<file path="config.mk">
export PLATFORM = sky130hd
export DESIGN_NAME = ps2_mouse_init
export DESIGN_NICKNAME = d
export VERILOG_FILES = /design/src/rtl/ps2_pkg.sv /design/src/rtl/ps2_line_sync.sv /design/src/rtl/ps2_mouse_init.sv
export SDC_FILE = /design/constraint.sdc
export NUM_CORES = 1
export LEC_CHECK = 0
export ABC_CLOCK_PERIOD_IN_PS = 2800
export BUFFER_PORTS_ARGS = -buffer_cell sky130_fd_sc_hd__buf_2
export CORE_AREA = 2 2 157 82
export DETAILED_ROUTE_END_ITERATION = 8
export DIE_AREA = 0 0 159 84
export SLEW_MARGIN = 25
export SYNTH_ARGS = -nofsm -noshare
export SYNTH_HDL_FRONTEND = slang
export SYNTH_SLANG_ARGS = --single-unit
</file>
<file path="constraint.sdc">
create_clock -name i_clk -period 2.8 [get_ports i_clk]
set_input_delay 0.42 -clock i_clk [delete_from_list [all_inputs] [get_ports i_clk]]
set_output_delay 0.42 -clock i_clk [all_outputs]
set_load 0.01 [all_outputs]
</file>
<file path="src/rtl/ps2_pkg.sv">
// ---------------------------------------------------------------------------
// ps2_pkg
// Shared definitions for the PS/2 mouse initialisation sequencer:
//   - PS/2 command and reply byte values used during mouse bring-up
//   - frame length (start + 8 data + parity + stop)
//   - sequencer FSM state encoding
//   - odd-parity helper
// ---------------------------------------------------------------------------
package ps2_pkg;

  localparam logic [7:0] PS2_CMD_RESET  = 8'hFF;
  localparam logic [7:0] PS2_CMD_ENABLE = 8'hF4;
  localparam logic [7:0] PS2_ACK        = 8'hFA;
  localparam logic [7:0] PS2_BAT_OK     = 8'hAA;
  localparam logic [7:0] PS2_MOUSE_ID   = 8'h00;
  localparam logic [7:0] PS2_RESEND     = 8'hFE;

  localparam int unsigned PS2_FRAME_LEN = 11;

  // Sequence ROM: index of the last entry and of the self-test reply,
  // which gets the long BAT timeout instead of the normal one.
  localparam logic [2:0] SEQ_LAST     = 3'd5;
  localparam logic [2:0] SEQ_BAT_STEP = 3'd2;

  typedef enum logic [2:0] {
    ST_INHIBIT,
    ST_RTS,
    ST_TX_BIT,
    ST_TX_ACK,
    ST_RX_BIT,
    ST_CHECK,
    ST_DONE,
    ST_FAIL
  } state_t;

  // Parity bit that makes the 9-bit {parity, data} group contain an odd
  // number of ones.
  function automatic logic odd_parity(input logic [7:0] b);
    return ~^b;
  endfunction

endpackage

</file>
<file path="src/rtl/ps2_line_sync.sv">
// ---------------------------------------------------------------------------
// ps2_line_sync
// Brings the asynchronous PS/2 pins into the i_clk domain.
//   i_clk       system clock
//   i_reset     synchronous active-high reset (flops return to idle-high)
//   i_ps2_clk   raw PS/2 clock pin
//   i_ps2_data  raw PS/2 data pin
//   o_clk_fall  one-cycle pulse on a synchronised PS2Clk falling edge
//   o_data      synchronised PS2Data level, aligned with o_clk_fall
// ---------------------------------------------------------------------------
module ps2_line_sync (
  input  logic i_clk,
  input  logic i_reset,
  input  logic i_ps2_clk,
  input  logic i_ps2_data,
  output logic o_clk_fall,
  output logic o_data
);

  logic clk_meta_q, clk_sync_q, clk_prev_q;
  logic data_meta_q, data_sync_q;

  // Both chains use the same depth so the data level seen with a fall
  // pulse is the level that was on the pin when the device clocked it.
  always_ff @(posedge i_clk) begin
    if (i_reset) begin
      // Idle PS/2 lines float high; resetting to 1 avoids a false fall.
      clk_meta_q  <= 1'b1;
      clk_sync_q  <= 1'b1;
      clk_prev_q  <= 1'b1;
      data_meta_q <= 1'b1;
      data_sync_q <= 1'b1;
    end else begin
      // NOTE: non-blocking assignments make every flop sample the old value,
      // which is what turns this sequence of statements into a shift chain.
      clk_meta_q  <= i_ps2_clk;
      clk_sync_q  <= clk_meta_q;
      clk_prev_q  <= clk_sync_q;
      data_meta_q <= i_ps2_data;
      data_sync_q <= data_meta_q;
    end
  end

  assign o_clk_fall = clk_prev_q & ~clk_sync_q;
  assign o_data     = data_sync_q;

endmodule

</file>
<file path="src/rtl/ps2_mouse_init.sv">
// ---------------------------------------------------------------------------
// ps2_mouse_init
// Power-up sequencer for a PS/2 mouse: sends Reset (FF), expects FA AA 00,
// sends Enable Data Reporting (F4), expects FA, then opens the packet stream.
// Any bad frame, wrong reply or timeout restarts the whole sequence; after
// MAX_RETRIES restarts the block parks in a sticky error state.
//   i_clk               system clock
//   i_reset             synchronous active-high reset
//   i_PS2Clk/i_PS2Data  raw PS/2 pins (asynchronous)
//   o_PS2Clk_drive_low  1 = pull PS2Clk low, 0 = release
//   o_PS2Data_drive_low 1 = pull PS2Data low, 0 = release
//   o_stream_en         initialisation complete (held until reset)
//   o_busy              sequence in progress
//   o_error             sticky: retries exhausted
//   o_retry_cnt         restarts performed so far (saturating)
// All outputs are registered so they are all 0 while i_reset is held.
// ---------------------------------------------------------------------------
module ps2_mouse_init
  import ps2_pkg::*;
#(
  parameter int unsigned INHIBIT_CYCLES = 12000,
  parameter int unsigned TIMEOUT_CYCLES = 2_000_000,
  parameter int unsigned BAT_CYCLES     = 100_000_000,
  parameter int unsigned MAX_RETRIES    = 3
) (
  input  logic       i_clk,
  input  logic       i_reset,
  input  logic       i_PS2Clk,
  input  logic       i_PS2Data,
  output logic       o_PS2Clk_drive_low,
  output logic       o_PS2Data_drive_low,
  output logic       o_stream_en,
  output logic       o_busy,
  output logic       o_error,
  output logic [1:0] o_retry_cnt
);

  // One counter serves both the inhibit interval and the timeouts.
  localparam int unsigned MAX_AB  = (BAT_CYCLES > TIMEOUT_CYCLES) ? BAT_CYCLES : TIMEOUT_CYCLES;
  localparam int unsigned CNT_MAX = (MAX_AB > INHIBIT_CYCLES + 2) ? MAX_AB : INHIBIT_CYCLES + 2;
  localparam int unsigned CNT_W   = $clog2(CNT_MAX + 1);
  typedef logic [CNT_W-1:0] cnt_t;

  // Sequence ROM: which steps the host transmits and the byte of each step.
  function automatic logic seq_is_tx(input logic [2:0] idx);
    return (idx == 3'd0) || (idx == 3'd4);
  endfunction

  function automatic logic [7:0] seq_value(input logic [2:0] idx);
    logic [7:0] v;
    case (idx)
      3'd0:    v = PS2_CMD_RESET;
      3'd1:    v = PS2_ACK;
      3'd2:    v = PS2_BAT_OK;
      3'd3:    v = PS2_MOUSE_ID;
      3'd4:    v = PS2_CMD_ENABLE;
      default: v = PS2_ACK;
    endcase
    return v;
  endfunction

  logic clk_fall, data_s;

  ps2_line_sync u_sync (
    .i_clk      (i_clk),
    .i_reset    (i_reset),
    .i_ps2_clk  (i_PS2Clk),
    .i_ps2_data (i_PS2Data),
    .o_clk_fall (clk_fall),
    .o_data     (data_s)
  );

  state_t     state_q, state_d;
  cnt_t       cnt_q, cnt_d;
  logic [3:0] bit_cnt_q, bit_cnt_d;     // falls seen in the current frame
  logic [8:0] shift_q, shift_d;         // {parity, data}, LSB on the wire first
  logic [2:0] step_q, step_d;
  logic [1:0] retry_q, retry_d;
  logic       clk_low_q, clk_low_d;
  logic       data_low_q, data_low_d;
  logic       stream_q, stream_d;
  logic       busy_q, busy_d;
  logic       error_q, error_d;

  logic       do_retry, timed_out;
  logic [2:0] next_step;
  logic [7:0] cur_value;
  cnt_t       limit;

  always_comb begin
    // NOTE: every next-state variable starts from its held value so that no
    // branch of the case below can leave it unassigned and infer a latch.
    state_d    = state_q;
    cnt_d      = cnt_q;
    bit_cnt_d  = bit_cnt_q;
    shift_d    = shift_q;
    step_d     = step_q;
    retry_d    = retry_q;
    clk_low_d  = clk_low_q;
    data_low_d = data_low_q;
    do_retry   = 1'b0;

    next_step = step_q + 3'd1;
    cur_value = seq_value(step_q);
    limit     = (step_q == SEQ_BAT_STEP) ? cnt_t'(BAT_CYCLES - 1) : cnt_t'(TIMEOUT_CYCLES - 1);
    timed_out = (cnt_q >= limit) && !clk_fall;

    // Watchdog for every state that waits on the device clock.
    if (state_q inside {ST_RTS, ST_TX_BIT, ST_TX_ACK, ST_RX_BIT}) begin
      cnt_d = clk_fall ? '0 : cnt_q + cnt_t'(1);
    end

    case (state_q)
      ST_INHIBIT: begin
        // Device falls here are ignored: only the counter matters.
        clk_low_d = 1'b1;
        cnt_d     = cnt_q + cnt_t'(1);
        if (cnt_q == cnt_t'(INHIBIT_CYCLES + 1)) begin
          state_d    = ST_RTS;
          clk_low_d  = 1'b0;
          data_low_d = 1'b1;
          cnt_d      = '0;
          bit_cnt_d  = '0;
          shift_d    = {odd_parity(cur_value), cur_value};
        end else begin
          // Start bit goes out for one cycle while the clock is still held.
          data_low_d = (cnt_q == cnt_t'(INHIBIT_CYCLES));
        end
      end

      ST_RTS: begin
        if (clk_fall) begin
          state_d    = ST_TX_BIT;
          data_low_d = ~shift_q[0];
          shift_d    = {1'b0, shift_q[8:1]};
          bit_cnt_d  = 4'd1;
        end else if (timed_out) begin
          do_retry = 1'b1;
        end
      end

      ST_TX_BIT: begin
        if (clk_fall) begin
          bit_cnt_d = bit_cnt_q + 4'd1;
          if (bit_cnt_q < 4'd9) begin
            // Falls 2..8 carry data bits 1..7, fall 9 carries parity.
            data_low_d = ~shift_q[0];
            shift_d    = {1'b0, shift_q[8:1]};
          end else begin
            data_low_d = 1'b0;  // release: stop bit reads as 1
            state_d    = ST_TX_ACK;
          end
        end else if (timed_out) begin
          do_retry = 1'b1;
        end
      end

      ST_TX_ACK: begin
        if (clk_fall) begin
          if (!data_s) begin
            step_d    = next_step;
            bit_cnt_d = '0;
            state_d   = ST_RX_BIT;
          end else begin
            do_retry = 1'b1;
          end
        end else if (timed_out) begin
          do_retry = 1'b1;
        end
      end

      ST_RX_BIT: begin
        if (clk_fall) begin
          bit_cnt_d = bit_cnt_q + 4'd1;
          if (bit_cnt_q == 4'd0) begin
            if (data_s) do_retry = 1'b1;  // start bit must be 0
          end else if (bit_cnt_q < 4'(PS2_FRAME_LEN - 1)) begin
            shift_d = {data_s, shift_q[8:1]};
          end else if (data_s && (^shift_q)) begin
            state_d = ST_CHECK;
          end else begin
            do_retry = 1'b1;  // bad stop bit or parity
          end
        end else if (timed_out) begin
          do_retry = 1'b1;
        end
      end

      ST_CHECK: begin
        // A resend request (FE) simply fails the compare.
        if (shift_q[7:0] != cur_value) begin
          do_retry = 1'b1;
        end else if (step_q == SEQ_LAST) begin
          state_d    = ST_DONE;
          clk_low_d  = 1'b0;
          data_low_d = 1'b0;
        end else begin
          step_d    = next_step;
          bit_cnt_d = '0;
          cnt_d     = '0;
          if (seq_is_tx(next_step)) begin
            state_d    = ST_INHIBIT;
            clk_low_d  = 1'b1;
            data_low_d = 1'b0;
          end else begin
            state_d = ST_RX_BIT;
          end
        end
      end

      default: begin  // ST_DONE, ST_FAIL: lines released, traffic ignored
        clk_low_d  = 1'b0;
        data_low_d = 1'b0;
      end
    endcase

    if (do_retry) begin
      if (retry_q == 2'(MAX_RETRIES)) begin
        state_d    = ST_FAIL;
        clk_low_d  = 1'b0;
        data_low_d = 1'b0;
      end else begin
        retry_d    = retry_q + 2'd1;
        state_d    = ST_INHIBIT;
        step_d     = '0;
        cnt_d      = '0;
        bit_cnt_d  = '0;
        clk_low_d  = 1'b1;
        data_low_d = 1'b0;
      end
    end

    busy_d   = (state_d != ST_DONE) && (state_d != ST_FAIL);
    stream_d = (state_d == ST_DONE);
    error_d  = (state_d == ST_FAIL);
  end

  always_ff @(posedge i_clk) begin
    if (i_reset) begin
      state_q    <= ST_INHIBIT;
      cnt_q      <= '0;
      bit_cnt_q  <= '0;
      shift_q    <= '0;
      step_q     <= '0;
      retry_q    <= '0;
      clk_low_q  <= 1'b0;
      data_low_q <= 1'b0;
      stream_q   <= 1'b0;
      busy_q     <= 1'b0;
      error_q    <= 1'b0;
    end else begin
      state_q    <= state_d;
      cnt_q      <= cnt_d;
      bit_cnt_q  <= bit_cnt_d;
      shift_q    <= shift_d;
      step_q     <= step_d;
      retry_q    <= retry_d;
      clk_low_q  <= clk_low_d;
      data_low_q <= data_low_d;
      stream_q   <= stream_d;
      busy_q     <= busy_d;
      error_q    <= error_d;
    end
  end

  assign o_PS2Clk_drive_low  = clk_low_q;
  assign o_PS2Data_drive_low = data_low_q;
  assign o_stream_en         = stream_q;
  assign o_busy              = busy_q;
  assign o_error             = error_q;
  assign o_retry_cnt         = retry_q;

endmodule
</file>
==> results of run 1 <==
## per-stage QoR
stage | TNS, ns | setup WS (ns) | cell area [um2]
3_3_place_gp | 0 | 0.0411 | 4490
3_5_place_dp | -0.952 | -0.0489 | 4490
4_1_cts | 0 | 0.00344 | 4790
6_report | 0 | 0.0990 | 4890
5_1_grt | -0.812 | -0.0571 | 4890
2_1_floorplan | 0 | 0.00312 | 4120
## layout by cell type, fill, tap and decap left out, drive strengths merged, types with 6 or more instances in the layout
master,instances
nor3,13
or2,9
a31oi,8
inv,15
a311oi,8
nor4,9
mux2,7
a21oi,46
buf,45
dfxtp,58
ha,21
nand2,42
clkbuf,11
mux2i,6
xnor2,6
nand4,9
nand3,20
nor2b,7
o21ai,35
and3,7
nor2,54
## flip-flops by register name (all words and copies together) (netlist names), 2 cells and up
signal and cells:
bit_cnt_q 4, cnt_q 27, o_retry_cnt 2, shift_q 9, state_q 3, step_q 3
## metal layers
| layer | share of wire | vias up | GRT usage |
|---|---|---|---|
| li1 | - | 1966 | - |
| met1 | 0.54 | 1890 | 0.279 |
| met2 | 0.37 | 155 | 0.223 |
| met3 | 0.082 | 8 | 0.0522 |
| met4 | 0.0077 | 0 | 0.0446 |
| met5 | 0 | - | 0 |
## where the power goes
part	internal (mW)	switching, mW	total, mW
clock network	0.722	0.361	1.08
registers	0.835	0.00819	0.843
logic	0.0250	0.0403	0.0653
total	1.58	0.409	1.99
## cells by family (layout without fill, tap and decap cells)
| family | after synthesis | count (layout) | share of synthesized area |
|---|---|---|---|
| xor gates and xnor gates | 11 | 11 | 0.0337 |
| and+or+nand+nor | 213 | 213 | 0.283 |
| AOI/OAI and AO/OA | 150 | 150 | 0.250 |
| muxes | 13 | 13 | 0.0346 |
| adders and majority gates | 21 | 21 | 0.0638 |
| DFF | 58 | 58 | 0.282 |
| buffers and inverters | 48 | 74 | 0.0522 |
## layout make-up
class	count	area, um2
Clock buffer	11	253
Clock inverter	3	40.0
Fill cell	1235	7300
Inverter	15	58.8
Multi-Input combinational cell	408	2820
Sequential cell	58	1160
Tap cell	170	213
Timing Repair Buffer	45	350
## repair_timing
action                                  in CTS  in global routing
pin swaps                                    0                  1
endpoints found under the setup margin      34                 42
buffers inserted                             0                  4
cloned                                       0                  0
gates resized for setup                      1                 16
## Yosys cell counts, types with 6 or more instances
| library cell | instances |
|---|---|
| dfxtp_1 | 58 |
| nor2_1 | 53 |
| a21oi_1 | 44 |
| nand2_1 | 42 |
| o21ai_0 | 33 |
| clkbuf_1 | 23 |
| ha_1 | 21 |
| nand3_1 | 19 |
| inv_1 | 15 |
| nor3_1 | 12 |
| a31oi_1 | 8 |
| nand4_1 | 8 |
| nor4_1 | 8 |
| or2_2 | 8 |
| a311oi_1 | 7 |
| and3_1 | 7 |
| buf_2 | 7 |
| nor2b_1 | 7 |
| mux2_2 | 6 |
| mux2i_1 | 6 |
| xnor2_1 | 6 |
## final timing paths
check,end,slack [ns],cells past startpoint
worst min-delay path,u_sync.data_meta_q$_SDFF_PP1_,0.28,2
worst max register to register,cnt_q[9]$_SDFF_PP0_,0.1,12
worst max-delay path,cnt_q[9]$_SDFF_PP0_,0.1,12
worst min register to register,u_sync.clk_sync_q$_SDFF_PP1_,0.41,1
==> flow_metrics.py, run 1 <==
metrics = {
    "power": {
        "power.density_nw_per_um2": 407,
        "power_leakage_nw": 1.82,
        "peakVddDrop_mv": 0.351,
        "total_power_mw": 1.99,
    },
    "worst_setup_path": {
        "crit_path_frequent_cell": "a211o_1",
        "crit_fanout": 31,
        "crit_arrival_ns": 2.93,
        "crit_start": "step_q[0]$_SDFF_PP0_",
        "worstPathCellList": "inv_1 -> ha_2 -> nor2b_4 -> inv_4 -> ha_1 -> a211o_1 -> a221oi_2 -> o31a_1 -> a211o_1 -> nand4_4 -> buf_12 -> a311oi_1",
        "cp.buffers_inverters": 3,
        "critical_path_class": "register to register",
        "slowest_stage": "dfxtp_1",
        "start_kind": "register",
        "endpoint_kind": "register",
        "cp_slowest_stage_delay_ns": 0.30,
        "r2r_start": "step_q[0]$_SDFF_PP0_",
        "crit_required_ns": 3.03,
        "critPathTopFamily": "compound AO/OA/AOI/OAI gates",
    },
    "global_routing": {
        "overflow": 0,
        "grt_pass1_wl_mm": 19.0,
        "grt_usage": 0.177,
        "antenna_found_initial": 0,
        "grt_max_degree": 32,
        "grt_pass1_vias": 3675,
    },
    "timing": {
        "period_needed_ns": 2.70,
        "rsz0062_at_grt": "yes",
        "skew_ns": 0.00798,
        "hold_viol": 0,
        "slew_headroom": 0.591,
        "fmax_mhz": 370,
        "setup_violations": 0,
        "timing.final.crit_share": 0.965,
        "slew_violations": 0,
        "tightest_slew_ns": 0.609,
        "whs_ns": 0.279,
    },
    "clock_network": {
        "h-tree-depth": 3,
        "cts-root-buf": "clkbuf_16",
        "cts.reportedPaths.clkPinSlew_ns": 0.05,
        "cts_made_buffers": 9,
        "clockBufferDepth": 2,
        "clkSinkCount": 58,
        "cts_tree": "done",
        "hold_buffers": 0,
        "insertion_delay_ns": 0.33,
    },
    "yosys": {
        "ys_async_sr_fraction": 0,
        "ys_seq_elements": 58,
        "yosys.area.top_type_share": 0.282,
        "synth_edf_count": 0,
        "ys_types": 75,
        "synth_warnings": 0,
        "ys_top_cells_by_area": "dfxtp_1, ha_1, a21oi_1, nor2_1, o21ai_0",
        "synth_nets": 539,
        "synth_area_per_cell_um2": 8.01,
        "yosysSeqAreaShare": 0.282,
        "ys.flop_type": "dfxtp_1",
        "syn-instance-count": 514,
        "syn_area_um2": 4120,
        "yosysTopAreaCell": "dfxtp_1",
    },
    "detailed_routing": {
        "dr_total_vias": 4019,
        "drc": 0,
        "wl_per_cell_um": 16.0,
        "viasPerCell": 5.66,
        "drt_wl_total_mm": 11.4,
        "drt_iter0_markers": 325,
        "firstDrtPassIters": 5,
        "drtAntennaViolNets": 0,
    },
    "layout": {
        "diodes": 0,
        "drive_gt1_frac": 0.200,
        "final_util": 0.401,
        "nets": 562,
        "stdcell_count": 710,
        "syn2layout_area_growth_pct": 18.8,
    },
    "place": {
        "dp_hpwl_mm": 8.38,
        "place.port_buffers": 10,
        "placed_cells": 692,
        "gp_congestion": 0.935,
    },
    "hold_path": {
        "hp-start": "i_PS2Data",
        "hold_class": "input port to register",
    },
    "die": {
        "initial_utilization": 0.338,
        "core-area_um2": 12200,
        "dieHeight_um": 84,
        "dieArea_um2": 13400,
        "pin_count": 11,
        "die_x_um": 159,
        "rows": 29,
    },
    "status": {
        "status": "completed",
    },
    "job": {
        "maxCapViolCount": 0,
    },
}
Power figures use the tool's default switching activity.
==> run 2: changes to the inputs <==
Settings changed: BUFFER_PORTS_ARGS -buffer_cell sky130_fd_sc_hd__buf_2 to unset, DONT_BUFFER_PORTS set to 1.
==> run 2 against run 1 <==
The run now ends with setup timing left. Register-to-register slack worse by 0.12 ns. Global-route usage grew 0.067 points. Core utilization rose by 2.7 points. Via count rose by 1.7%. Critical path depth grew 1. Total power fell by 3.5%. Largest cell class unchanged.
==> flow_metrics.py, run 2 (synthesized netlist as in run 1, its figures left out) <==
metrics = {
    "status": {
        "status": "complete, but fails checks",
        "violations": "setup timing",
    },
    "detailed_routing": {
        "wl_met1_mm": 6.35,
        "viasPerCell": 5.65,
        "top_layer_used": "met4",
        "firstDrtPassIters": 7,
        "wl_met3_mm": 1.41,
        "drt_iter0_markers": 438,
        "drt_wl_total_mm": 12.3,
        "wl_per_cell_um": 17.0,
        "drtAntennaViolNets": 0,
        "dr_wl_met2_mm": 4.37,
        "dr_total_vias": 4088,
        "drc": 0,
    },
    "hold_path": {
        "hp-start": "i_reset",
        "min_path_cells": 1,
        "min_to": "shift_q[6]$_SDFFE_PP0P_",
        "hold_class": "input port to register",
    },
    "worst_setup_path": {
        "r2r_end": "step_q[0]$_SDFF_PP0_",
        "cp_slowest_stage_delay_ns": 0.34,
        "regToRegSetupSlack_ns": -0.03,
        "crit_fanout": 7,
        "critPathTopFamily": "simple AND/OR/NAND/NOR gates",
        "critical_path_class": "register to register",
        "slowest_stage": "a211o_1",
        "worstPathCellList": "inv_2 -> ha_4 -> nor2b_4 -> clkinv_4 -> ha_1 -> and4b_1 -> nand4bb_1 -> o31a_1 -> a211o_1 -> nand4_4 -> buf_12 -> clkbuf_16 -> nor2_1",
        "start_kind": "register",
        "crit_start": "step_q[0]$_SDFF_PP0_",
        "r2r_start": "step_q[0]$_SDFF_PP0_",
        "endpoint_kind": "register",
        "crit_arrival_ns": 3.06,
        "cp.buffers_inverters": 4,
        "reg2reg_depth": 13,
        "crit_required_ns": 3.03,
    },
    "layout": {
        "layout_common_cells": "dfxtp_1, nor2_1, buf_4",
        "fillCellCount": 1183,
        "diodes": 0,
        "multi_input_area_um2": 2960,
        "syn2layout_area_growth_pct": 26.7,
        "top_register": "cnt_q",
        "regArea_um2": 1160,
        "largest_reg_flops": 27,
        "nets": 575,
        "drive_gt1_frac": 0.251,
        "top_regs": "cnt_q x27, shift_q x9, bit_cnt_q x4",
        "final_area_um2": 5220,
        "final_common_cell": "dfxtp_1",
    },
    "timing": {
        "whs_ns": 0.154,
        "slew_violations": 0,
        "rsz0062_at_grt": "yes",
        "fmax_mhz": 354,
        "timing.final.crit_share": 1.01,
        "slew_headroom": 0.612,
        "tightest_slew_ns": 0.576,
        "hold_viol": 0,
        "setup_violations": 14,
        "skew_ns": 0.00627,
        "setup_ws_ns": -0.0259,
        "period_needed_ns": 2.83,
    },
    "clock_network": {
        "cts-root-buf": "clkbuf_16",
        "cts_made_buffers": 9,
        "cts_tree": "done",
        "cts.reportedPaths.clkPinSlew_ns": 0.05,
        "clockBufferDepth": 2,
        "h-tree-depth": 3,
        "clkSinkCount": 58,
        "insertion_delay_ns": 0.34,
    },
    "global_routing": {
        "grt_pass1_vias": 3603,
        "overflow": 0,
        "antenna_found_initial": 0,
        "grt_max_degree": 28,
        "grt_usage": 0.177,
        "grt_pass1_wl_mm": 18.9,
    },
    "place": {
        "post_dp_cell_area_um2": 4540,
        "dp_hpwl_mm": 8.66,
        "place.port_buffers": 0,
        "gp_congestion": 0.962,
    },
    "die": {
        "rows": 29,
        "core-area_um2": 12200,
        "die_x_um": 159,
        "pin_count": 11,
        "dieArea_um2": 13400,
        "dieHeight_um": 84,
        "initial_utilization": 0.338,
    },
    "power": {
        "total_power_mw": 1.92,
        "power.density_nw_per_um2": 368,
        "power_leakage_nw": 1.92,
        "peakVddDrop_mv": 0.277,
    },
    "job": {
        "maxCapViolCount": 0,
    },
}
==> run 2: power by group <==
group,switching [mW],internal [mW],leakage [nW]
clock,0.405,0.589,0.120
combinational,0.0419,0.0432,1.33
sequential,0.00849,0.834,0.470
total,0.456,1.47,1.92
==> run 2: layout make-up <==
type,count,area share
clock buffers,10,0.0439
clock inverters,5,0.00623
inverters,15,0.0117
multi-input cells,408,0.567
flip-flops and latches,58,0.223
well taps,170,0.0408
repair buffers,57,0.107
repair inverters,1,0.000959
==> run 2: how the worst max path moves through the flow <==
stage / slack, ns / to / cells past startpoint
floorplan: 0.003 / cnt_q[17]$_SDFF_PP0_ / 13
global placement: -0.01 / cnt_q[23]$_SDFF_PP0_ / 14
detailed placement: -0.13 / cnt_q[25]$_SDFF_PP0_ / 14
CTS: 0.01 / cnt_q[25]$_SDFF_PP0_ / 14
global route: -0.13 / o_retry_cnt[0]$_SDFFE_PP0P_ / 12
finish: -0.03 / step_q[0]$_SDFF_PP0_ / 13
==> run 2: per-stage QoR <==
stage	cells	util	worst slack [ns]	setup TNS [ns]
after detailed placement	695	0.372	-0.130	-1.20
after global routing	724	0.428	-0.127	-3.42
after global placement	695	0.372	-0.00989	-0.0174
after floorplan	514	-	0.00312	0
final	724	0.428	-0.0259	-0.205
after CTS	710	0.395	0.0135	0
==> run 2: repair_timing <==
item                                    in CTS  in global routing
hold endpoints to repair                     0                  0
endpoints found under the setup margin      33                 43
hold buffers                                 0                  0
buffers inserted                             0                 10
gates resized for setup                      4                 44
gates cloned                                 0                  4
pin swaps                                    0                 13
==> run 2: routing by layer <==
metal,vias to the layer above,track usage
met5,-,0
met4,0,0.0554
met3,18,0.0780
met2,184,0.223
met1,1901,0.261
li1,1985,-
